**src/rtl/bram_port_pkg.sv**
```systemverilog
// Shared definitions for the BRAM port initiator and its response FIFO.
//   bram_read_latency : cycles from an accepted read to valid BRAM DO.
//   clog2             : ceiling log2 for sizing counters and pointers.
//   MIN_RESP_DEPTH    : smallest usable response FIFO depth.
package bram_port_pkg;

    localparam int MIN_RESP_DEPTH = 1;

    // An unpipelined BRAM registers address only (1 cycle); the pipelined
    // variant adds an output register (2 cycles).
    function automatic int bram_read_latency(input int pipelined);
        return (pipelined != 0) ? 2 : 1;
    endfunction

    function automatic int clog2(input int value);
        int result;
        result = 0;
        while ((1 << result) < value) begin
            result = result + 1;
        end
        return result;
    endfunction

endpackage

```
**src/rtl/bram_resp_fifo.sv**
```systemverilog
// Synchronous FIFO with a registered head, holding BRAM read data until
// the consumer takes it.
//   clk, rst   : clock, asynchronous active-high reset
//   push       : enqueue push_data this edge
//   push_data  : data to enqueue
//   pop        : dequeue the head this edge (ignored when empty)
//   head       : registered copy of the oldest entry, valid when count != 0
//   count      : number of stored entries
// Push and pop in the same cycle are both honoured, including when full.
// Pointers wrap at DEPTH, so non-power-of-two depths work.
module bram_resp_fifo
    import bram_port_pkg::*;
#(
    parameter int DEPTH = 4,
    parameter int WIDTH = 1
) (
    input  logic                        clk,
    input  logic                        rst,
    input  logic                        push,
    input  logic [WIDTH-1:0]            push_data,
    input  logic                        pop,
    output logic [WIDTH-1:0]            head,
    output logic [clog2(DEPTH+1)-1:0]   count
);

    localparam int PTR_W = (DEPTH > 1) ? clog2(DEPTH) : 1;
    localparam int CNT_W = clog2(DEPTH + 1);

    logic [WIDTH-1:0] mem [DEPTH];
    logic [PTR_W-1:0] rd_ptr;
    logic [PTR_W-1:0] wr_ptr;
    logic [PTR_W-1:0] rd_ptr_inc;
    logic             do_pop;
    logic             do_push;

    function automatic logic [PTR_W-1:0] ptr_inc(input logic [PTR_W-1:0] p);
        return (p == PTR_W'(DEPTH - 1)) ? '0 : p + PTR_W'(1);
    endfunction

    assign do_pop     = pop && (count != '0);
    // A push into a full FIFO is only taken when the head leaves at the same edge.
    assign do_push    = push && ((count != CNT_W'(DEPTH)) || do_pop);
    assign rd_ptr_inc = ptr_inc(rd_ptr);

    // Storage carries no reset; occupancy is tracked by count alone.
    always_ff @(posedge clk) begin
        if (do_push) begin
            mem[wr_ptr] <= push_data;
        end
    end

    always_ff @(posedge clk or posedge rst) begin
        if (rst) begin
            rd_ptr <= '0;
            wr_ptr <= '0;
            count  <= '0;
            head   <= '0;
        end else begin
            if (do_push) begin
                wr_ptr <= ptr_inc(wr_ptr);
            end
            if (do_pop) begin
                rd_ptr <= rd_ptr_inc;
            end
            case ({do_push, do_pop})
                2'b10:   count <= count + CNT_W'(1);
                2'b01:   count <= count - CNT_W'(1);
                default: count <= count;
            endcase
            // Head refresh: after a pop with older entries left the next one
            // is already in storage; otherwise the incoming word becomes head
            // when the FIFO is (or is about to be) empty.
            if (do_pop && (count > CNT_W'(1))) begin
                head <= mem[rd_ptr_inc];
            end else if (do_push && ((count == '0) || (do_pop && (count == CNT_W'(1))))) begin
                head <= push_data;
            end
        end
    end

endmodule

```
**src/rtl/bram_port_initiator.sv**
```systemverilog
// Initiator for one port of a dual-ported write-first BRAM. Converts a
// valid/ready request stream into BRAM EN/WE/ADDR/DI and returns read data
// through a response FIFO sized so a stalled consumer never loses data.
//   CLK, RST        : clock (also the BRAM port clock), async active-high reset
//   REQ_*           : request stream (REQ_WE=1 write, 0 read)
//   RSP_*           : read response stream, in request order
//   BRAM_EN/WE/ADDR/DI : to the BRAM port; BRAM_DO from it
//   BUSY            : reads in flight or responses buffered
// Handshake: a transfer happens on a rising CLK edge where VALID and READY
// are both high; the producer holds VALID and its payload until then, and
// READY never depends combinationally on the same interface's VALID.
module bram_port_initiator
    import bram_port_pkg::*;
#(
    parameter int ADDR_WIDTH = 1,
    parameter int DATA_WIDTH = 1,
    parameter int PIPELINED  = 0,
    parameter int RESP_DEPTH = 4
) (
    input  logic                  CLK,
    input  logic                  RST,
    input  logic                  REQ_VALID,
    output logic                  REQ_READY,
    input  logic                  REQ_WE,
    input  logic [ADDR_WIDTH-1:0] REQ_ADDR,
    input  logic [DATA_WIDTH-1:0] REQ_DATA,
    output logic                  RSP_VALID,
    input  logic                  RSP_READY,
    output logic [DATA_WIDTH-1:0] RSP_DATA,
    output logic                  BRAM_EN,
    output logic                  BRAM_WE,
    output logic [ADDR_WIDTH-1:0] BRAM_ADDR,
    output logic [DATA_WIDTH-1:0] BRAM_DI,
    input  logic [DATA_WIDTH-1:0] BRAM_DO,
    output logic                  BUSY
);

    localparam int LAT   = bram_read_latency(PIPELINED);
    localparam int RES_W = clog2(RESP_DEPTH + 1);

    if (RESP_DEPTH < MIN_RESP_DEPTH) begin : g_depth_check
        $error("bram_port_initiator: RESP_DEPTH must be at least %0d", MIN_RESP_DEPTH);
    end

    // reserved counts reads accepted but not yet dequeued (in flight plus
    // buffered), so every accepted read already owns a FIFO slot.
    logic [RES_W-1:0] reserved;
    logic [LAT-1:0]   pipe;
    logic [RES_W-1:0] fifo_count;
    logic             rd_fire;
    logic             rsp_fire;

    assign REQ_READY = !RST && (reserved < RES_W'(RESP_DEPTH));

    assign BRAM_EN   = REQ_VALID & REQ_READY;
    assign BRAM_WE   = REQ_WE & BRAM_EN;
    assign BRAM_ADDR = REQ_ADDR;
    assign BRAM_DI   = REQ_DATA;

    assign rd_fire   = BRAM_EN & ~REQ_WE;
    assign rsp_fire  = RSP_VALID & RSP_READY;

    assign RSP_VALID = (fifo_count != '0);
    assign BUSY      = (|pipe) | (fifo_count != '0);

    always_ff @(posedge CLK or posedge RST) begin
        if (RST) begin
            reserved <= '0;
        end else if (rd_fire && !rsp_fire) begin
            reserved <= reserved + RES_W'(1);
        end else if (!rd_fire && rsp_fire) begin
            reserved <= reserved - RES_W'(1);
        end
    end

    // pipe[i] marks a read issued i+1 edges ago; the truncating cast drops
    // the oldest bit, giving pipe[0] <= rd_fire, pipe[i] <= pipe[i-1].
    always_ff @(posedge CLK or posedge RST) begin
        if (RST) begin
            pipe <= '0;
        end else begin
            pipe <= LAT'({pipe, rd_fire});
        end
    end

    bram_resp_fifo #(
        .DEPTH (RESP_DEPTH),
        .WIDTH (DATA_WIDTH)
    ) u_fifo (
        .clk       (CLK),
        .rst       (RST),
        .push      (pipe[LAT-1]),
        .push_data (BRAM_DO),
        .pop       (rsp_fire),
        .head      (RSP_DATA),
        .count     (fifo_count)
    );

endmodule
```
**config.mk**
```make
export PLATFORM = sky130hd
export DESIGN_NAME = bram_port_initiator
export DESIGN_NICKNAME = d
export VERILOG_FILES = /design/src/rtl/bram_port_pkg.sv /design/src/rtl/bram_resp_fifo.sv /design/src/rtl/bram_port_initiator.sv
export SDC_FILE = /design/constraint.sdc
export NUM_CORES = 1
export LEC_CHECK = 0
export CAP_MARGIN = 20
export CELL_PAD_IN_SITES_DETAIL_PLACEMENT = 1
export CELL_PAD_IN_SITES_GLOBAL_PLACEMENT = 2
export CORE_ASPECT_RATIO = 0.5
export CORE_MARGIN = 3
export CORE_UTILIZATION = 36
export DETAILED_ROUTE_END_ITERATION = 6
export GPL_TIMING_DRIVEN = 1
export PLACE_DENSITY = 0.93
export SYNTH_ARGS = -nofsm -noshare
export SYNTH_HDL_FRONTEND = slang
export SYNTH_SLANG_ARGS = --single-unit
```
**constraint.sdc**
```tcl
create_clock -name CLK -period 4.4 [get_ports CLK]
set_input_delay 0.88 -clock CLK [delete_from_list [all_inputs] [get_ports CLK]]
set_output_delay 0.88 -clock CLK [all_outputs]
set_load 0.02 [all_outputs]
```
==> results of run 1 <==
-- critical path, delay by kind of cell --
kind,cells,cell delay (ns)
buffers and inverters,2,1.04
AND/OR/NAND/NOR,2,0.33
-- cells in the mapped netlist --
cell type  number
edfxtp_1        4
a221oi_1        1
ha_1           10
inv_1           6
mux4_2          1
nand3b_1        2
buf_6           1
o22ai_1         1
a21oi_1         2
a21boi_1        1
mux2_2          4
o2bb2ai_1       1
dfrtp_1        12
nor2b_1         3
o21ai_0         3
buf_4           3
and3_1          2
buf_2           1
a2bb2oi_1       1
nand2_1         3
nor2_1          6
and2_1          5
a211oi_1        1
or3_1           1
mux2_1          1
o211ai_1        1
nand2b_1        1
xnor2_1         3
fa_1            1
nor3b_1         1
a31oi_1         1
or2_2           1
xor2_1          2
mux2i_1         1
a21o_1          1
-- registers in the layout, indices dropped and copies added (netlist names) --
signal / flops
pipe: 1
reserved: 3
u_fifo.count: 3
u_fifo.head: 1
u_fifo.mem: 4
u_fifo.rd_ptr: 2
u_fifo.wr_ptr: 2
-- placed cells by master, fill, tap and decap left out, drive strengths merged, types with 2 or more instances in the layout --
| cell type | count |
|---|---|
| xnor2 | 3 |
| and3 | 2 |
| ha | 10 |
| nor2 | 6 |
| inv | 6 |
| mux2 | 5 |
| nand2 | 3 |
| and2 | 5 |
| dfrtp | 12 |
| clkdlybuf4s50 | 11 |
| o21ai | 3 |
| nor2b | 3 |
| a21oi | 2 |
| clkbuf | 4 |
| nand3b | 2 |
| edfxtp | 4 |
| xor2 | 2 |
-- metal layers --
| layer | GRT usage [%] | vias up | wire [um] |
|---|---|---|---|
| li1 | - | 325 | - |
| met1 | 13.1 | 348 | 802 |
| met2 | 28.5 | 5 | 1200 |
| met3 | 3.60 | 2 | 53 |
| met4 | 2.36 | 0 | 9 |
| met5 | 0 | - | 0 |
-- report_power, final --
group	switching [mW]	total (mW)	internal, mW
combinational	0.187	0.370	0.184
sequential	0.0553	0.264	0.209
clock	0.0488	0.113	0.0641
total	0.291	0.747	0.457
-- stage by stage --
step	hold slack [ns]	area [sq um]	instances	power [mW]
3_5_place_dp	0.485	1110	130	0.642
6_report	0.503	1150	134	0.747
2_1_floorplan	0.442	991	89	0.525
4_1_cts	0.505	1150	134	0.759
3_3_place_gp	0.466	1110	130	0.595
5_1_grt	0.526	1150	134	0.812
-- path summary, 6_finish.rpt --
| kind | from | end | slack [ns] | cells past startpoint |
|---|---|---|---|---|
| hold / removal | reserved[2] | reserved[2] | 0.50 | 1 |
| setup / recovery | RST | BRAM_WE | 1.26 | 4 |
| setup reg to reg | u_fifo.count[1] | reserved[2] | 1.84 | 10 |
| max in group asynchronous | RST | u_fifo.count[2] | 3.08 | 2 |
| hold reg to reg | reserved[2] | reserved[2] | 0.50 | 1 |
| min in group asynchronous | RST | u_fifo.wr_ptr[0] | 0.99 | 2 |
-- cell type report --
type	count	share of cell area [%]
clock buffers	4	3.91
inverters	6	1.96
multi-input cells	62	44.2
flip-flops and latches	16	36.5
well taps	35	3.80
repair buffers	11	9.57
-- logic make-up after synthesis --
| group | after synthesis | synth area share, % |
|---|---|---|
| simple gates | 25 | 13.9 |
| flops | 16 | 42.4 |
| compound gates | 14 | 9.47 |
| buf+inv | 11 | 6.19 |
| fa+ha+maj | 11 | 14.6 |
| mux | 7 | 8.96 |
| xor+xnor | 5 | 4.42 |
==> results.json, run 1 <==
{
  "cts_hold_buf": 0,
  "cts_buffer_depth": 2,
  "yosysSeqAreaShare_pct": 42.4,
  "routedWlPerCell_um": 15.4,
  "syn_inst": 89,
  "yosys.area.top_type": "dfrtp_1",
  "arrival_ns": 2.26,
  "multi_input_area_sq_um": 509,
  "root_buffer": "clkbuf_8",
  "grt_usage_pct": 13.5,
  "core-area_sq_um": 2400,
  "clkTransAtPathRegs_ns": 0.06,
  "cts-htree-levels": 1,
  "slowest_stage": "clkdlybuf4s50_1",
  "worst_pin_slew_ns": 0.531,
  "die_area_sq_um": 3460,
  "maxCapViolations": 0,
  "fp.dieH_um": 43.1,
  "crit_type": "in2out",
  "fin_util_pct": 47.9,
  "maxSlewViolCount": 0,
  "syn_to_final_growth_pct": 16.2,
  "hold_path.class": "reg2reg",
  "grt_pass1_wl_um": 3570,
  "path_cells": "clkdlybuf4s50_1, nor2_1, and3_1, clkdlybuf4s50_1",
  "antennaDiodeCount": 0,
  "register_area_sq_um": 420,
  "drtIter0Drc": 1,
  "crit_path_start_kind": "primary input",
  "rows": 12,
  "fmax_mhz": 319,
  "syn_area_per_cell_sq_um": 11.1,
  "die_w_um": 80.2,
  "clock-skew-final_ns": 0.00436,
  "netlist.area_leader.share_pct": 30.3,
  "cellLeakagePower_nw": 0.487,
  "ys_types": 35,
  "grt_overflow": 0,
  "cts_tree": "built",
  "layout.nets": 119,
  "synthesis.nets": 108,
  "drtPass1Iterations": 4,
  "hold_viol": 0,
  "cpMostUsedCell": "clkdlybuf4s50_1",
  "pre_cts_ws_ns": 1.25,
  "cts_setup_buffers": 0,
  "critPathMaxStageDelay_ns": 0.62,
  "status": "completed",
  "antenna_found_initial": 0,
  "grt_pass1_vias": 788,
  "clk_latency_ns": 0.25,
  "cts.sinks": 16,
  "cp_data_required_time_ns": 3.52,
  "finalSetupViolCount": 0,
  "vias_per_cell": 5.07,
  "ant_nets": 0,
  "cts_made_buffers": 3,
  "grt_max_degree": 14,
  "worst_slack_ns": 1.26,
  "ys_top_cells_by_area": "dfrtp_1, ha_1, edfxtp_1, mux2_2, and2_1",
  "rsz0062_at_grt": "no",
  "fillCellCount": 261,
  "synth_area_sq_um": 991,
  "fin_setup_tns_ns": 0,
  "start_util_pct": 41.2,
  "period_minus_slack_ns": 3.14,
  "max_slew_margin_pct": 64.5,
  "io_buffers": 11,
  "drc_errors": 0,
  "synth-seq-cells": 16,
  "io_pins": 16,
  "wl_um": 2070,
  "cp-end-kind": "output pin",
  "hpwl_um": 1690,
  "crit_fanout": 3,
  "cts_resized": 0,
  "ir_drop_mv": 0.276,
  "powerDensity_nw_per_um2": 649,
  "vias": 680,
  "place_congestion": 0.703,
  "drive_gt1_share_pct": 9.09,
  "yosysWarnings": 0,
  "final.period_utilization_pct": 71.3
}
Note: power is estimated with default switching activity, not from simulation.
==> run 2, diff against run 1 <==
--- a/config.mk
+++ b/config.mk
@@ -10,10 +10,10 @@
 export CELL_PAD_IN_SITES_GLOBAL_PLACEMENT = 2
 export CORE_ASPECT_RATIO = 0.5
 export CORE_MARGIN = 3
-export CORE_UTILIZATION = 36
+export CORE_UTILIZATION = 30
 export DETAILED_ROUTE_END_ITERATION = 6
 export GPL_TIMING_DRIVEN = 1
-export PLACE_DENSITY = 0.93
+export PLACE_DENSITY = 0.84
 export SYNTH_ARGS = -nofsm -noshare
 export SYNTH_HDL_FRONTEND = slang
 export SYNTH_SLANG_ARGS = --single-unit
==> constraint.sdc (replaced) <==
create_clock -name CLK -period 2.57 [get_ports CLK]
set_input_delay 0.514 -clock CLK [delete_from_list [all_inputs] [get_ports CLK]]
set_output_delay 0.514 -clock CLK [all_outputs]
set_load 0.02 [all_outputs]
==> run 2 against run 1 <==
  * Final area rose by 3.4%
  * Highest routed layer unchanged
  * Worst hold slack got worse by 0.034 ns
  * Via count fell by 1.2%
  * Critical path type unchanged
==> results.json, run 2 (same netlist as run 1, synthesis figures left out) <==
{
  "start_util_pct": 32.1,
  "worst_pin_slew_ns": 0.509,
  "drtIter0Drc": 14,
  "fp.dieH_um": 46.6,
  "grt_pass1_vias": 682,
  "cts_made_buffers": 3,
  "reg2reg_from": "u_fifo.count[0]",
  "wl_um": 1950,
  "powerDensity_nw_per_um2": 1100,
  "maxSlewViolCount": 0,
  "finalSetupViolCount": 0,
  "antenna_found_initial": 0,
  "clk_latency_ns": 0.25,
  "cp-end-kind": "output pin",
  "holdPathStages": 1,
  "layout_commonest_cell": "dfrtp_1",
  "regMostFlops": "u_fifo.mem",
  "hold_path_end": "reserved[2]",
  "hold_viol": 0,
  "max_slew_margin_pct": 66.0,
  "die_w_um": 87.3,
  "hold_path.class": "reg2reg",
  "hold_start": "reserved[2]",
  "cts.sinks": 16,
  "antennaDiodeCount": 0,
  "top_regs": "u_fifo.mem x4, reserved x3, u_fifo.count x3",
  "arrival_ns": 1.92,
  "drtPass1Iterations": 4,
  "fmax_mhz": 412,
  "rsz0062_at_grt": "no",
  "cts_tree": "built",
  "crit_path_start_kind": "primary input",
  "worstRegToRegCells": 10,
  "largest_reg_flops": 4,
  "pre_cts_ws_ns": 0.0180,
  "io_buffers": 11,
  "place_congestion": 0.717,
  "fin_setup_tns_ns": 0,
  "drc_errors": 0,
  "io_pins": 16,
  "grt_overflow": 0,
  "clkTransAtPathRegs_ns": 0.06,
  "die_area_sq_um": 4070,
  "period_minus_slack_ns": 2.43,
  "hpwl_um": 1380,
  "grt_max_degree": 14,
  "crit-reg2reg-capture": "reserved[2]",
  "vias": 672,
  "status": "completed",
  "worst_slack_ns": 0.140,
  "cp-startpoint": "RST",
  "cp_data_required_time_ns": 2.06,
  "layout.nets": 122,
  "drive_gt1_share_pct": 13.7,
  "final.period_utilization_pct": 94.5,
  "maxCapViolations": 0,
  "clock-skew-final_ns": 0.00456,
  "ir_drop_mv": 0.277,
  "vias_per_cell": 4.73,
  "grt_usage_pct": 11.0,
  "fillCellCount": 347,
  "core-area_sq_um": 3080,
  "syn_to_final_growth_pct": 20.1,
  "crit_fanout": 2,
  "routedWlPerCell_um": 13.7,
  "root_buffer": "clkbuf_8",
  "layout_common_cells": "dfrtp_1, clkdlybuf4s50_1, ha_1",
  "cts-htree-levels": 1,
  "crit_type": "in2out",
  "r2r_setup_slack_ns": 0.38,
  "cellLeakagePower_nw": 0.507,
  "grt_pass1_wl_um": 3270,
  "rows": 14,
  "ant_nets": 0,
  "cts_setup_buffers": 0,
  "cts_buffer_depth": 2
}
run 2: cell types whose count changed in the layout (fill, tap and decap cells not counted):
cell      change
buf_4         +3
clkbuf_1      -1
clkbuf_8      +1
inv_1         -1
inv_2         +1
run 2: how the worst max path moves through the flow:
| stage | slack, ns | cells after the start | end |
|---|---|---|---|
| finish | 0.14 | 5 | BRAM_WE |
| global route | 0.05 | 5 | BUSY |
| CTS | 0.09 | 5 | BUSY |
| detailed placement | 0.02 | 10 | reserved[2] |
| global placement | 0.09 | 10 | reserved[2] |
| floorplan | 0.15 | 9 | reserved[2] |
run 2: where the power goes:
group | internal [mW] | total [mW] | switching, mW
sequential | 0.357 | 0.451 | 0.0938
combinational | 0.326 | 0.631 | 0.305
clock | 0.136 | 0.225 | 0.0895
total | 0.819 | 1.31 | 0.489
run 2: cell type report:
type / count / area, sq um / area share [%]
multi-input cells: 62 / 509 / 42.8
flip-flops and latches: 16 / 420 / 35.3
repair buffers: 14 / 133 / 11.1
clock buffers: 4 / 55.1 / 4.63
well taps: 40 / 50.0 / 4.21
inverters: 6 / 22.5 / 1.89
run 2: routing by layer:
| layer | up-vias | track usage (%) | share of wire, % |
|---|---|---|---|
| li1 | 332 | - | - |
| met1 | 333 | 12.6 | 45 |
| met2 | 5 | 20.2 | 52 |
| met4 | 0 | 3.67 | 1.0 |
| met3 | 2 | 3.21 | 2.4 |
| met5 | - | 0 | 0 |
run 2: what timing repair did:
action,in CTS,in global routing
gates resized for setup,0,1
setup endpoints to repair,0,1
hold buffers,0,0
run 2: critical path: stages:
cell	delay [ns]
clkdlybuf4s50_1	0.42
nor2_1	0.12
buf_4	0.12
and3_1	0.14
clkdlybuf4s50_1	0.60
run 2: stage by stage:
stage	utilization, %	hold WS, ns	area (sq um)	total power [mW]	cells
after detailed placement	36.8	0.462	1130	1.08	138
after floorplan	-	0.379	991	0.899	89
after CTS	38.6	0.475	1190	1.33	142
after global placement	36.8	0.464	1130	1.06	138
after global routing	38.6	0.492	1190	1.43	142
final	38.6	0.469	1190	1.31	142
